### src/rtl/spi_log_scheduler.sv
// Two-channel byte logger: per-channel FIFOs feed a round-robin scheduler that
// frames each byte as a tag/data record for a UART transmitter.
module spi_log_scheduler #(
    parameter int DEPTH = 8
) (
    input  logic       fifo_clk,
    input  logic       reset_n,
    input  logic       enable,
    input  logic [7:0] ch0_data,
    input  logic       ch0_valid,
    input  logic [7:0] ch1_data,
    input  logic       ch1_valid,
    input  logic       uart_busy,
    output logic [7:0] tx_data,
    output logic       tx_start,
    output logic [7:0] drop_cnt0,
    output logic [7:0] drop_cnt1
);

    localparam int AW = $clog2(DEPTH);
    localparam logic [AW:0] DEPTH_L = (AW+1)'(DEPTH);

    localparam logic [2:0] S_IDLE    = 3'd0;
    localparam logic [2:0] S_TAG     = 3'd1;
    localparam logic [2:0] S_GUARD_T = 3'd2;
    localparam logic [2:0] S_WAIT_T  = 3'd3;
    localparam logic [2:0] S_DATA    = 3'd4;
    localparam logic [2:0] S_GUARD_D = 3'd5;
    localparam logic [2:0] S_WAIT_D  = 3'd6;

    logic [7:0]      mem_q [2][DEPTH];
    logic [1:0][AW:0] wptr_q, wptr_d, rptr_q, rptr_d;
    logic [1:0][7:0] drop_cnt_q, drop_cnt_d;
    logic [1:0]      drop_pend_q, drop_pend_d;
    logic [2:0]      state_q, state_d;
    logic [7:0]      hold_q, hold_d, tag_q, tag_d, tx_data_q, tx_data_d;
    logic            tx_start_q, tx_start_d, last_q, last_d;

    logic [1:0]      vld_s, full_s, empty_s, push_s, pop_s, drop_s;
    logic [1:0][7:0] din_s;
    logic            grant_s;

    // Channel FIFO status, push acceptance and drop accounting
    always_comb begin
        vld_s = {ch1_valid, ch0_valid};
        din_s = {ch1_data, ch0_data};
        for (int c = 0; c < 2; c++) begin
            empty_s[c] = (wptr_q[c] == rptr_q[c]);
            full_s[c]  = ((wptr_q[c] - rptr_q[c]) == DEPTH_L);
            // A pop on the same edge frees a slot, so a full FIFO still accepts
            push_s[c]  = vld_s[c] & (~full_s[c] | pop_s[c]);
            drop_s[c]  = vld_s[c] & full_s[c] & ~pop_s[c];
            wptr_d[c]  = wptr_q[c] + {{AW{1'b0}}, push_s[c]};
            rptr_d[c]  = rptr_q[c] + {{AW{1'b0}}, pop_s[c]};
            drop_pend_d[c] = drop_s[c] | (drop_pend_q[c] & ~pop_s[c]);
            if (drop_s[c] && (drop_cnt_q[c] != 8'hFF)) begin
                drop_cnt_d[c] = drop_cnt_q[c] + 8'd1;
            end else begin
                drop_cnt_d[c] = drop_cnt_q[c];
            end
        end
    end

    // Round-robin grant: on a tie the channel not served last wins
    always_comb begin
        if (!empty_s[0] && !empty_s[1]) begin
            grant_s = ~last_q;
        end else if (!empty_s[0]) begin
            grant_s = 1'b0;
        end else begin
            grant_s = 1'b1;
        end
    end

    // Record sequencing FSM; output registers are loaded alongside the state
    always_comb begin
        state_d    = state_q;
        pop_s      = 2'b00;
        hold_d     = hold_q;
        tag_d      = tag_q;
        last_d     = last_q;
        tx_start_d = 1'b0;
        tx_data_d  = tx_data_q;
        case (state_q)
            S_IDLE: begin
                if (enable && !uart_busy && (empty_s != 2'b11)) begin
                    pop_s[grant_s] = 1'b1;
                    hold_d     = mem_q[grant_s][rptr_q[grant_s][AW-1:0]];
                    tag_d      = 8'hA0 | {3'b000, drop_pend_q[grant_s], 4'h0} | {7'b0000000, grant_s};
                    last_d     = grant_s;
                    state_d    = S_TAG;
                    tx_start_d = 1'b1;
                    tx_data_d  = tag_d;
                end else begin
                    state_d = S_IDLE;
                end
            end
            S_TAG:     state_d = S_GUARD_T;
            S_GUARD_T: state_d = S_WAIT_T;
            S_WAIT_T: begin
                if (!uart_busy) begin
                    state_d    = S_DATA;
                    tx_start_d = 1'b1;
                    tx_data_d  = hold_q;
                end else begin
                    state_d = S_WAIT_T;
                end
            end
            S_DATA:    state_d = S_GUARD_D;
            S_GUARD_D: state_d = S_WAIT_D;
            S_WAIT_D: begin
                if (!uart_busy) begin
                    state_d = S_IDLE;
                end else begin
                    state_d = S_WAIT_D;
                end
            end
            default:   state_d = S_IDLE;
        endcase
    end

    // FIFO storage; contents need no reset since pointers define validity
    always_ff @(posedge fifo_clk) begin
        for (int c = 0; c < 2; c++) begin
            if (push_s[c]) begin
                mem_q[c][wptr_q[c][AW-1:0]] <= din_s[c];
            end
        end
    end

    // Control and output state registers
    always_ff @(posedge fifo_clk or negedge reset_n) begin
        if (!reset_n) begin
            wptr_q      <= '0;
            rptr_q      <= '0;
            drop_cnt_q  <= '0;
            drop_pend_q <= 2'b00;
            state_q     <= S_IDLE;
            hold_q      <= 8'h00;
            tag_q       <= 8'h00;
            last_q      <= 1'b1;
            tx_start_q  <= 1'b0;
            tx_data_q   <= 8'h00;
        end else begin
            wptr_q      <= wptr_d;
            rptr_q      <= rptr_d;
            drop_cnt_q  <= drop_cnt_d;
            drop_pend_q <= drop_pend_d;
            state_q     <= state_d;
            hold_q      <= hold_d;
            tag_q       <= tag_d;
            last_q      <= last_d;
            tx_start_q  <= tx_start_d;
            tx_data_q   <= tx_data_d;
        end
    end

    assign tx_data   = tx_data_q;
    assign tx_start  = tx_start_q;
    assign drop_cnt0 = drop_cnt_q[0];
    assign drop_cnt1 = drop_cnt_q[1];

endmodule

### config.mk
export PLATFORM = sky130hd
export DESIGN_NAME = spi_log_scheduler
export DESIGN_NICKNAME = d
export VERILOG_FILES = /design/src/rtl/spi_log_scheduler.sv
export SDC_FILE = /design/constraint.sdc
export NUM_CORES = 1
export LEC_CHECK = 0
export ABC_AREA = 1
export BUFFER_PORTS_ARGS = -buffer_cell sky130_fd_sc_hd__buf_2
export CORE_UTILIZATION = 25
export DETAILED_ROUTE_END_ITERATION = 10
export PLACE_DENSITY = 0.41
export SLEW_MARGIN = 20
export SYNTH_ARGS = -nofsm -noshare
export SYNTH_HDL_FRONTEND = slang
export SYNTH_SLANG_ARGS = --single-unit
### constraint.sdc
create_clock -name fifo_clk -period 2.3 [get_ports fifo_clk]
set_input_delay 0.345 -clock fifo_clk [delete_from_list [all_inputs] [get_ports fifo_clk]]
set_output_delay 0.345 -clock fifo_clk [all_outputs]
set_load 0.01 [all_outputs]
# After elaboration in Yosys (flattened, before gate mapping)
# Memory sizes are Yosys's and may differ from the RTL's.
# Index checks and enable logic that the tools add are counted.
dict set report word_totals {
  input_bits 22
  romBits 0
  output_inout_bits 25
  memories 1
  mem_bits_rw 128
  regBits 55
  latch_bits 0
  wordCells 110
}
# name words word_bits read_ports rd_ports_with_merged_regs wr line_no
set mem_list {}
lappend mem_list {mem_q 2 64 1 0 2 31} ;# logic [7:0] mem_q [2][DEPTH];
dict set report classes {
  n_div 0
  add_sub_neg 8
  bitwise 21
  mux 31
  mul 0
  eq_ne 15
  order_cmp 7
  n_reduce_logical 15
  n_shift 0
}
# op n
set op_table {}
lappend op_table {{64-bit two-way mux} 2}
lappend op_table {{8-bit demux with 3-bit select} 2}
lappend op_table {{8-bit two-way mux} 6}
lappend op_table {{8-bit binary-select mux with 3-bit select} 1}
lappend op_table {{3-bit case mux with 7 select lines} 1}
lappend op_table {{4-bit by 1-bit adder with 4-bit output} 4}
lappend op_table {{8-bit by 1-bit adder with 8-bit output, second input constant} 2}
lappend op_table {{8-bit != test, second input constant} 2}
lappend op_table {{8-bit case mux with 2 select lines} 1}
lappend op_table {{4-bit greater-or-equal comparator, second input constant} 3}
lappend op_table {{3-bit two-way mux} 4}
lappend op_table {{3-bit inverter with 4-bit output} 3}
lappend op_table {{1-bit two-way mux} 10}
lappend op_table {{3-bit equality test, second input constant} 3}
lappend op_table {{1-bit bitwise AND} 8}
lappend op_table {{4-bit equality test} 2}
lappend op_table {{4-bit equality test, second input constant} 2}
lappend op_table {{1-bit logical AND} 8}
lappend op_table {{4-bit by 1-bit less-than comparator with 1-bit output, second input constant} 2}
lappend op_table {{8-bit by 1-bit bitwise OR with 8-bit output} 1}
lappend op_table {{4-bit subtractor} 2}
lappend op_table {{3-bit by 2-bit equality test with 1-bit output, second input constant} 2}
lappend op_table {{2-bit != test, second input constant} 3}
lappend op_table {{1-bit inverter} 5}
lappend op_table {{other kinds (12)} 18}

# Logic depth before layout (Yosys ltp)
# Gate-level depths: netlist of run 1.
dict set report logic_depth {
  word_depth 14
  ltp_mapped 17
  depth_no_buf 15
}

# Worst setup path before layout of run 1
# No wires, ideal clock.
dict set report synth_path {
  path_type {reg2reg}
  from {register rptr_q[2] (netlist bit)}
  to {memory mem_q[1][48] (netlist bit), enable pin}
  period_less_slack_ns 2.385
  path_stages_with_launch 12
  setup_time_ns 0.370
  n_path_buf 0
  arrival_ns 2.015
  required_time_ns 1.930
  path_slack_ns -0.085
  cell_sequence {dfrtp_1 > inv_1 > ha_1 > inv_1 > nor2_1 > nand2_2 > nand2_2 > inv_2 > nor2_2 > o21a_1 > nand2_1 > nor2_1}
}
# item line_no
set synth_rtl {}
lappend synth_rtl {{start, declared} 32} ;# logic [1:0][AW:0] wptr_q, wptr_d, rptr_q, rptr_d;
lappend synth_rtl {{start signal, assigned} 146} ;# rptr_q <= rptr_d;
lappend synth_rtl {{end, declared} 31}

==> key figures, run 1 <==
Place
  • Dpl cell area: 9530 um^2
  • Dpl hpwl: 16.1 mm
  • GPL Wtd Cong: about 0.75
  • Port bufs: 46

Cells and area
  • ANT cells: 0
  • Seq. cell area: 5220 um^2
  • Area Growth Syn to Fin: 34.6%
  • Fillers: 3220
  • Area of the multi-input gates: 3090 um^2
  • Share of layout cells above drive strength 1: 30.0%
  • Finished Cell Area: 11000 um^2
  • # nets final: 956

Routing
  • Drt total wl: 23.8 mm
  • Via density: 4.36
  • DRT Pass-1 Iters: 5
  • Final ANT Viol Nets: 0
  • Via Count: ~6.0k
  • Met1 WL: 12.0 mm
  • Met2 wire len: 10.8 mm
  • Residual DRC count: 0
  • Post-DR wirelength/cell: approximately 17 um
  • Iteration-0 DRC Markers: about 420
  • Met3 routed WL: around 720 um
  • Top layer in use: met4

Worst setup path
  • Critical path launch point: wptr_q[5]
  • Req. time, crit path: 2.62 ns
  • CP Capture Type: register
  • Worst-path cell chain: ha_4, inv_1, o21bai_2, a21oi_1, xnor2_1, nand3_1, o21a_2, ha_1, ha_1, xor2_1
  • WP data arrival: 2.57 ns
  • Crit path launch type: register
  • Most frequent CP cell: ha_1
  • Slowest stage delay, CP: 0.42 ns
  • Worst Path Max Fanout: 3
  • Reg-to-Reg Start: wptr_q[5]
  • Slowest CP cell: dfrtp_1
  • Crit Path Class: register to register

Floorplan
  • Die height: 183 um
  • Die extent in x: 183 um
  • Area of the core: 31800 um^2
  • Initial core utilization: between 20% and 30%
  • Die area: roughly 33000 um^2
  • Io pins: 47
  • Rows: 65

STA
  • Min Hold Slack: 0.243 ns
  • Skew final: 0.0172 ns
  • Worst-Margin Slew: 0.552 ns
  • Slew Limit Fails: 0
  • Slew headroom: around 63%
  • Final Hold Viols: 0
  • Min cycle time layout: 2.25 ns
  • Max Fclk: 445 MHz
  • Period utilisation layout: 97.7%
  • Setup violators final: 0
  • RSZ-0062 raised after global routing: yes

Logic synthesis
  • Distinct cells, synth: 33
  • Post-synthesis net count: 834
  • Post-synth top area share: 47.2%
  • Yosys top cell by area: edfxtp_1
  • Synth Area per Inst: between 10 and 15 um^2
  • Mapped cell area: between 8000 and 9000 um^2
  • YS warnings: 0
  • Sequential area share after synthesis: 64.1%
  • Synth area leaders: edfxtp_1 (47%), dfrtp_1 (17%), nand2_1 (14%)
  • Synth Register Bits: 183
  • Mapped Cells: 796

Global route
  • Vias in the first global route: 5788
  • First-pass GRT wire length: 36.1 mm
  • Largest net degree at the start of global routing: 36
  • Initial antenna violation count: 0
  • Total GRT Usage: 14.6%
  • Gr ovfl total: 0

Job
  • Max Cap Viol: 0

Clock network
  • Clock latency on the worst-skew pair: 0.44 ns
  • CTS sink cnt: ~180
  • Clock tree from TritonCTS: done
  • Reg clk slew, reported paths: 0.09 ns
  • Root buf cell: clkbuf_16
  • Clock buffer count from CTS: 17
  • H-tree depth: 4
  • CTS Buffer Depth: 2

Power
  • VDD IR-drop max: 0.000679 V
  • Pwr per Cell Area: ~1500 nW/um^2
  • Lkg Pwr: around 4.6 nW

Outcome
  • Status: finished clean

Min path
  • Min-delay src: ch0_data[1]
  • Hold crit path type: primary input to register
## flip-flops by register name (all words and copies together) (netlist names)
register / cells
drop_cnt1: 8
hold_q: 8
state_q: 3
tx_start: 1
rptr_q: 8
wptr_q: 8
mem_q: 128
drop_pend_q: 2
last_q: 1
tx_data: 8
drop_cnt0: 8
## synth_stat cells
library cell	n
nand2_1	302
edfxtp_1	128
nand3_1	125
dfrtp_1	54
inv_1	35
nor2_1	25
buf_2	24
ha_1	16
xor2_1	16
o21ai_0	10
xnor2_1	7
nand4_1	6
inv_2	5
a22o_1	4
nand2_2	4
nand3b_1	4
nor3_1	4
a21oi_1	3
buf_6	3
nor2_2	3
clkbuf_1	2
o21ai_1	2
o21ai_4	2
o21bai_1	2
o22a_1	2
a31oi_1	1
buf_4	1
clkinv_1	1
dfstp_2	1
nor4_1	1
o21a_1	1
o31ai_1	1
xnor2_2	1
## critical path: cells and delay by family (launching register included)
family / cells / cell delay (ns)
simple gates: 1 / 0.11
fa+ha+maj: 3 / 0.70
compound gates: 3 / 0.50
flops: 1 / 0.42
buf+inv: 1 / 0.04
xor+xnor: 2 / 0.37
## kinds of logic (layout without fill, tap and decap cells)
kind of cell               Yosys count  in the layout  share of synthesized area, %
adders and majority gates           16             16                          2.46
AOI/OAI and AO/OA                   28             28                          2.41
and+or+nand+nor                    474            474                          24.4
buffers and inverters               71            206                          3.96
xor gates and xnor gates            24             24                          2.67
DFF                                183            183                          64.1
## worst paths after layout
check                      cells past startpoint            to  slack (ns)
setup / recovery                              10     wptr_q[6]        0.05
hold / removal                                 1  mem_q[0][25]        0.24
setup reg to reg                              10     wptr_q[6]        0.05
hold reg to reg                                2     hold_q[7]        0.48
max in group asynchronous                      3        last_q        1.22
min in group asynchronous                      2  drop_cnt1[1]        0.43
## per-layer routing
metal	vias up	global-route usage, %
met4	0	3.53
met1	2919	21.6
met5	-	0
li1	2924	-
met2	96	21.7
met3	13	2.69
## cells in the final DEF (no fill, tap or decap), types with 5 or more instances in the layout
master,instances
nand4_1,6
nand2_2,39
edfxtp_1,128
nand3_2,22
buf_6,8
clkbuf_16,20
buf_4,47
buf_12,26
xnor2_1,7
clkinv_8,6
nor2_2,10
o21ai_0,10
inv_2,6
ha_4,5
dfrtp_1,54
nor2_1,9
buf_2,46
xor2_1,16
nand3_1,100
nor2_4,9
ha_1,11
inv_1,30
nand2_4,9
nand2_1,256
## what timing repair did
action                     4_1_cts  5_1_grt
pin swaps                        0       43
hold buffers                     1        0
cloned                           0        4
hold endpoints to repair        20        0
buffers inserted                 0       15
setup endpoints to repair       71      142
gates resized for setup          2      140
## area by class of cell
class	instances	share of cell area (%)
flip-flops and latches	183	47.6
multi-input cells	542	28.2
repair buffers	133	11.9
well taps	435	4.96
clock buffers	17	3.88
clock inverters	15	1.95
inverters	41	1.49
## report_power, final
part	leakage (nW)	internal [mW]	total, mW	switching (mW)
clock network	0.306	1.60	3.12	1.52
registers	1.85	4.31	4.67	0.362
logic	2.47	3.77	9.08	5.32
## through the flow
stage	instances	TNS, ns	setup WS [ns]	power (mW)	util [%]
after floorplan	796	-5.43	-0.0849	8.90	-
after global placement	1314	-0.241	-0.0710	11.8	30.0
after detailed placement	1314	-0.156	-0.0640	11.8	30.0
after CTS	1347	-1.60	-0.0525	14.9	32.0
after global routing	1366	-0.180	-0.0426	18.1	34.5
final	1366	0	0.0526	16.9	34.5
Note: power is estimated with default switching activity, not from simulation.
==> inputs of run 2 (changes only) <==
--- a/config.mk
+++ b/config.mk
@@ -6,10 +6,11 @@
 export NUM_CORES = 1
 export LEC_CHECK = 0
 export ABC_AREA = 1
+export ABC_CLOCK_PERIOD_IN_PS = 2300
 export BUFFER_PORTS_ARGS = -buffer_cell sky130_fd_sc_hd__buf_2
-export CORE_UTILIZATION = 25
+export CORE_UTILIZATION = 55
 export DETAILED_ROUTE_END_ITERATION = 10
-export PLACE_DENSITY = 0.41
+export PLACE_DENSITY = 0.76
 export SLEW_MARGIN = 20
 export SYNTH_ARGS = -nofsm -noshare
 export SYNTH_HDL_FRONTEND = slang
==> run 2 against run 1 <==
  * The run now ends with setup timing left
  * Via count increased by 8.8%
  * Global-route usage increased by 14 points
  * Clock power decreased by 2%
  * First-iteration DRC count increased by 79%
  * Largest power group unchanged
==> key figures, run 2 (synthesis gave the netlist of run 1 again) <==
Min path
  • Hold crit path type: primary input to async pin

Cells and area
  • Share of layout cells above drive strength 1: 24.9% (-5.0 points)
  • Finished Cell Area: 10300 um^2 (-6.1%)
  • Commonest non-fill, non-tap cell in the layout: nand2_1
  • Most frequent cells in the layout: nand2_1 (286), edfxtp_1 (128), nand3_1 (112)
  • Fillers: 985 (-69%)
  • Area Growth Syn to Fin: 26.4%
  • Area of the multi-input gates: 2910 um^2 (-5.9%)
  • # nets final: 948 (-0.84%)
  • Seq. cell area: 5220 um^2 (unchanged)
  • Largest register FFs: 128 (unchanged)
  • ANT cells: 0 (unchanged)

Floorplan
  • Die area: 15300 um^2 (-54%)
  • Die height: 124 um (-32%)
  • Die extent in x: 124 um (-32%)
  • Rows: 44 (-32%)
  • Area of the core: 14500 um^2 (-54%)
  • Initial core utilization: 56.3% (+31 points)
  • Io pins: 47 (unchanged)

Clock network
  • Root buf cell: clkbuf_16
  • H-tree depth: 4 (unchanged)
  • Clock latency on the worst-skew pair: 0.44 ns (about the same)
  • Hold-fix buffers, CTS: 0 (-1)
  • Clock tree from TritonCTS: done
  • CTS sink cnt: 183 (unchanged)
  • Reg clk slew, reported paths: 0.07 ns (-0.02 ns)
  • CTS Buffer Depth: 2 (unchanged)
  • Clock buffer count from CTS: 17 (unchanged)

STA
  • Max Fclk: 429 MHz (-3.6%)
  • Final worst setup slack: -0.0310 ns (-0.0837 ns)
  • Setup violators final: 25 (+25)
  • Slew headroom: 51.9% (-11 points)
  • Slew Limit Fails: 0 (unchanged)
  • Skew final: 0.0124 ns (-0.00483 ns)
  • Worst-Margin Slew: 0.721 ns (+0.169 ns)
  • Period utilisation layout: 101% (+3.6 points)
  • RSZ-0062 raised after global routing: yes
  • Final Hold Viols: 0 (unchanged)
  • Min cycle time layout: 2.33 ns (+0.0837 ns)

Place
  • Port bufs: 46 (unchanged)
  • Dpl cell area: 9080 um^2 (-4.7%)
  • GPL Wtd Cong: 0.877 (+17%)
  • Dpl hpwl: 13.7 mm (-15%)

Worst setup path
  • Worst Reg-to-Reg Cells: 16 (+6)
  • Reg-to-Reg Start: wptr_q[0]
  • Crit path launch type: register
  • CP Capture Type: register
  • Worst Path Max Fanout: 8 (+5)
  • Crit Path Class: register to register
  • Req. time, crit path: 2.68 ns (+0.06 ns)
  • WP data arrival: 2.71 ns (+0.14 ns)
  • Critical path launch point: wptr_q[0]

Routing
  • Residual DRC count: 0 (unchanged)
  • DRT Pass-1 Iters: 6 (+1)
  • Final ANT Viol Nets: 0 (unchanged)
  • Iteration-0 DRC Markers: 761 (+79%)
  • Via density: 5.85 (+34%)
  • Drt total wl: 22.9 mm (-4.0%)
  • Post-DR wirelength/cell: 20.6 um (+18%)
  • Via Count: 6473 (+8.8%)

Global route
  • Total GRT Usage: 28.6% (+14 points)
  • First-pass GRT wire length: 31.2 mm (-13%)
  • Initial antenna violation count: 0 (unchanged)
  • Largest net degree at the start of global routing: 57 (+58%)
  • Vias in the first global route: 5819 (+0.54%)
  • Gr ovfl total: 0 (unchanged)

Job
  • Max Cap Viol: 0 (unchanged)

Power
  • Lkg Pwr: 4.52 nW (-2.2%)
  • Power, Total: 16.4 mW (-2.6%)
  • Pwr per Cell Area: 1600 nW/um^2 (+3.8%)
  • VDD IR-drop max: 0.000850 V (+25%)

Outcome
  • Status: finished with violations
  • Failing checks: setup timing
[run 2: changes by cell type in the layout (fill, tap and decap cells not counted), moves of 3 or more]
cell	previous run	this run
nand2_1	256	286
nand2_2	39	12
nand3_1	100	112
buf_12	26	15
nand3_2	22	13
clkinv_8	6	2
buf_4	47	50
buf_6	8	5
clkbuf_16	20	23
inv_4	4	1
nand3_4	3	0
nor2_1	9	12
[run 2: worst paths after layout]
kind	endpoint	slack [ns]
max	hold_q[0]	-0.03
min	drop_cnt1[3]	0.05
max reg2reg	hold_q[0]	-0.03
min reg2reg	tx_data[4]	0.49
max in group asynchronous	hold_q[3]	1.78
min in group fifo_clk	mem_q[0][55]	0.20
[run 2: what timing repair did]
item / CTS / global route
hold endpoints to repair: 0 / 0
resized for setup: 7 / 77
buffers inserted: 0 / 10
pin swaps: 0 / 21
cloned: 0 / 8
setup endpoints to repair: 43 / 140
[run 2: critical path, stage by stage (launching register included)]
cell and delay, ns:
dfrtp_1 0.38, inv_2 0.07, ha_1 0.30, nand2_1 0.08, nor2_1 0.14, nand2_2 0.13
nand2_4 0.12, buf_12 0.16, nand2_2 0.07, nand2_4 0.14, clkbuf_16 0.19, nand2_1 0.06
nand2_1 0.10, nand2_1 0.07, nand3_1 0.11, nand3_2 0.10, nand2_1 0.06
[run 2: power breakdown]
| part | total (mW) | internal, mW | switching, mW |
|---|---|---|---|
| clock network | 3.06 | 1.67 | 1.40 |
| logic | 8.64 | 3.42 | 5.23 |
| registers | 4.73 | 4.31 | 0.417 |
| total | 16.4 | 9.40 | 7.04 |
[run 2: area by class of cell]
| type | count | share of cell area (%) |
|---|---|---|
| multi-input combinational | 542 | 28.3 |
| timing repair buffer | 125 | 11.3 |
| clock buffer | 17 | 4.13 |
| clock inverter | 15 | 1.93 |
| sequential | 183 | 50.7 |
| tap | 184 | 2.23 |
| inverter | 41 | 1.52 |
[run 2: routing by layer]
layer	track usage (%)	part of all wire, %	wire length [um]	vias up
li1	-	-	-	2917
met3	5.72	9.1	2070	113
met4	15.1	6.8	1550	0
met5	0	0	0	-
met2	44.7	46	10600	412
met1	38.1	38	8620	3031
[run 2: through the flow]
| stage | cells | util (%) | hold slack [ns] | TNS, ns | setup slack [ns] |
|---|---|---|---|---|---|
| 2_1_floorplan | 796 | - | 0.0494 | -5.43 | -0.0849 |
| 3_3_place_gp | 1057 | 62.7 | 0.460 | -0.0834 | -0.00935 |
| 3_5_place_dp | 1057 | 62.7 | 0.476 | -0.0192 | -0.00356 |
| 4_1_cts | 1089 | 67.2 | 0.0678 | -0.408 | -0.0220 |
| 5_1_grt | 1107 | 71.2 | 0.105 | -8.03 | -0.144 |
| 6_report | 1107 | 71.2 | 0.0468 | -0.377 | -0.0310 |
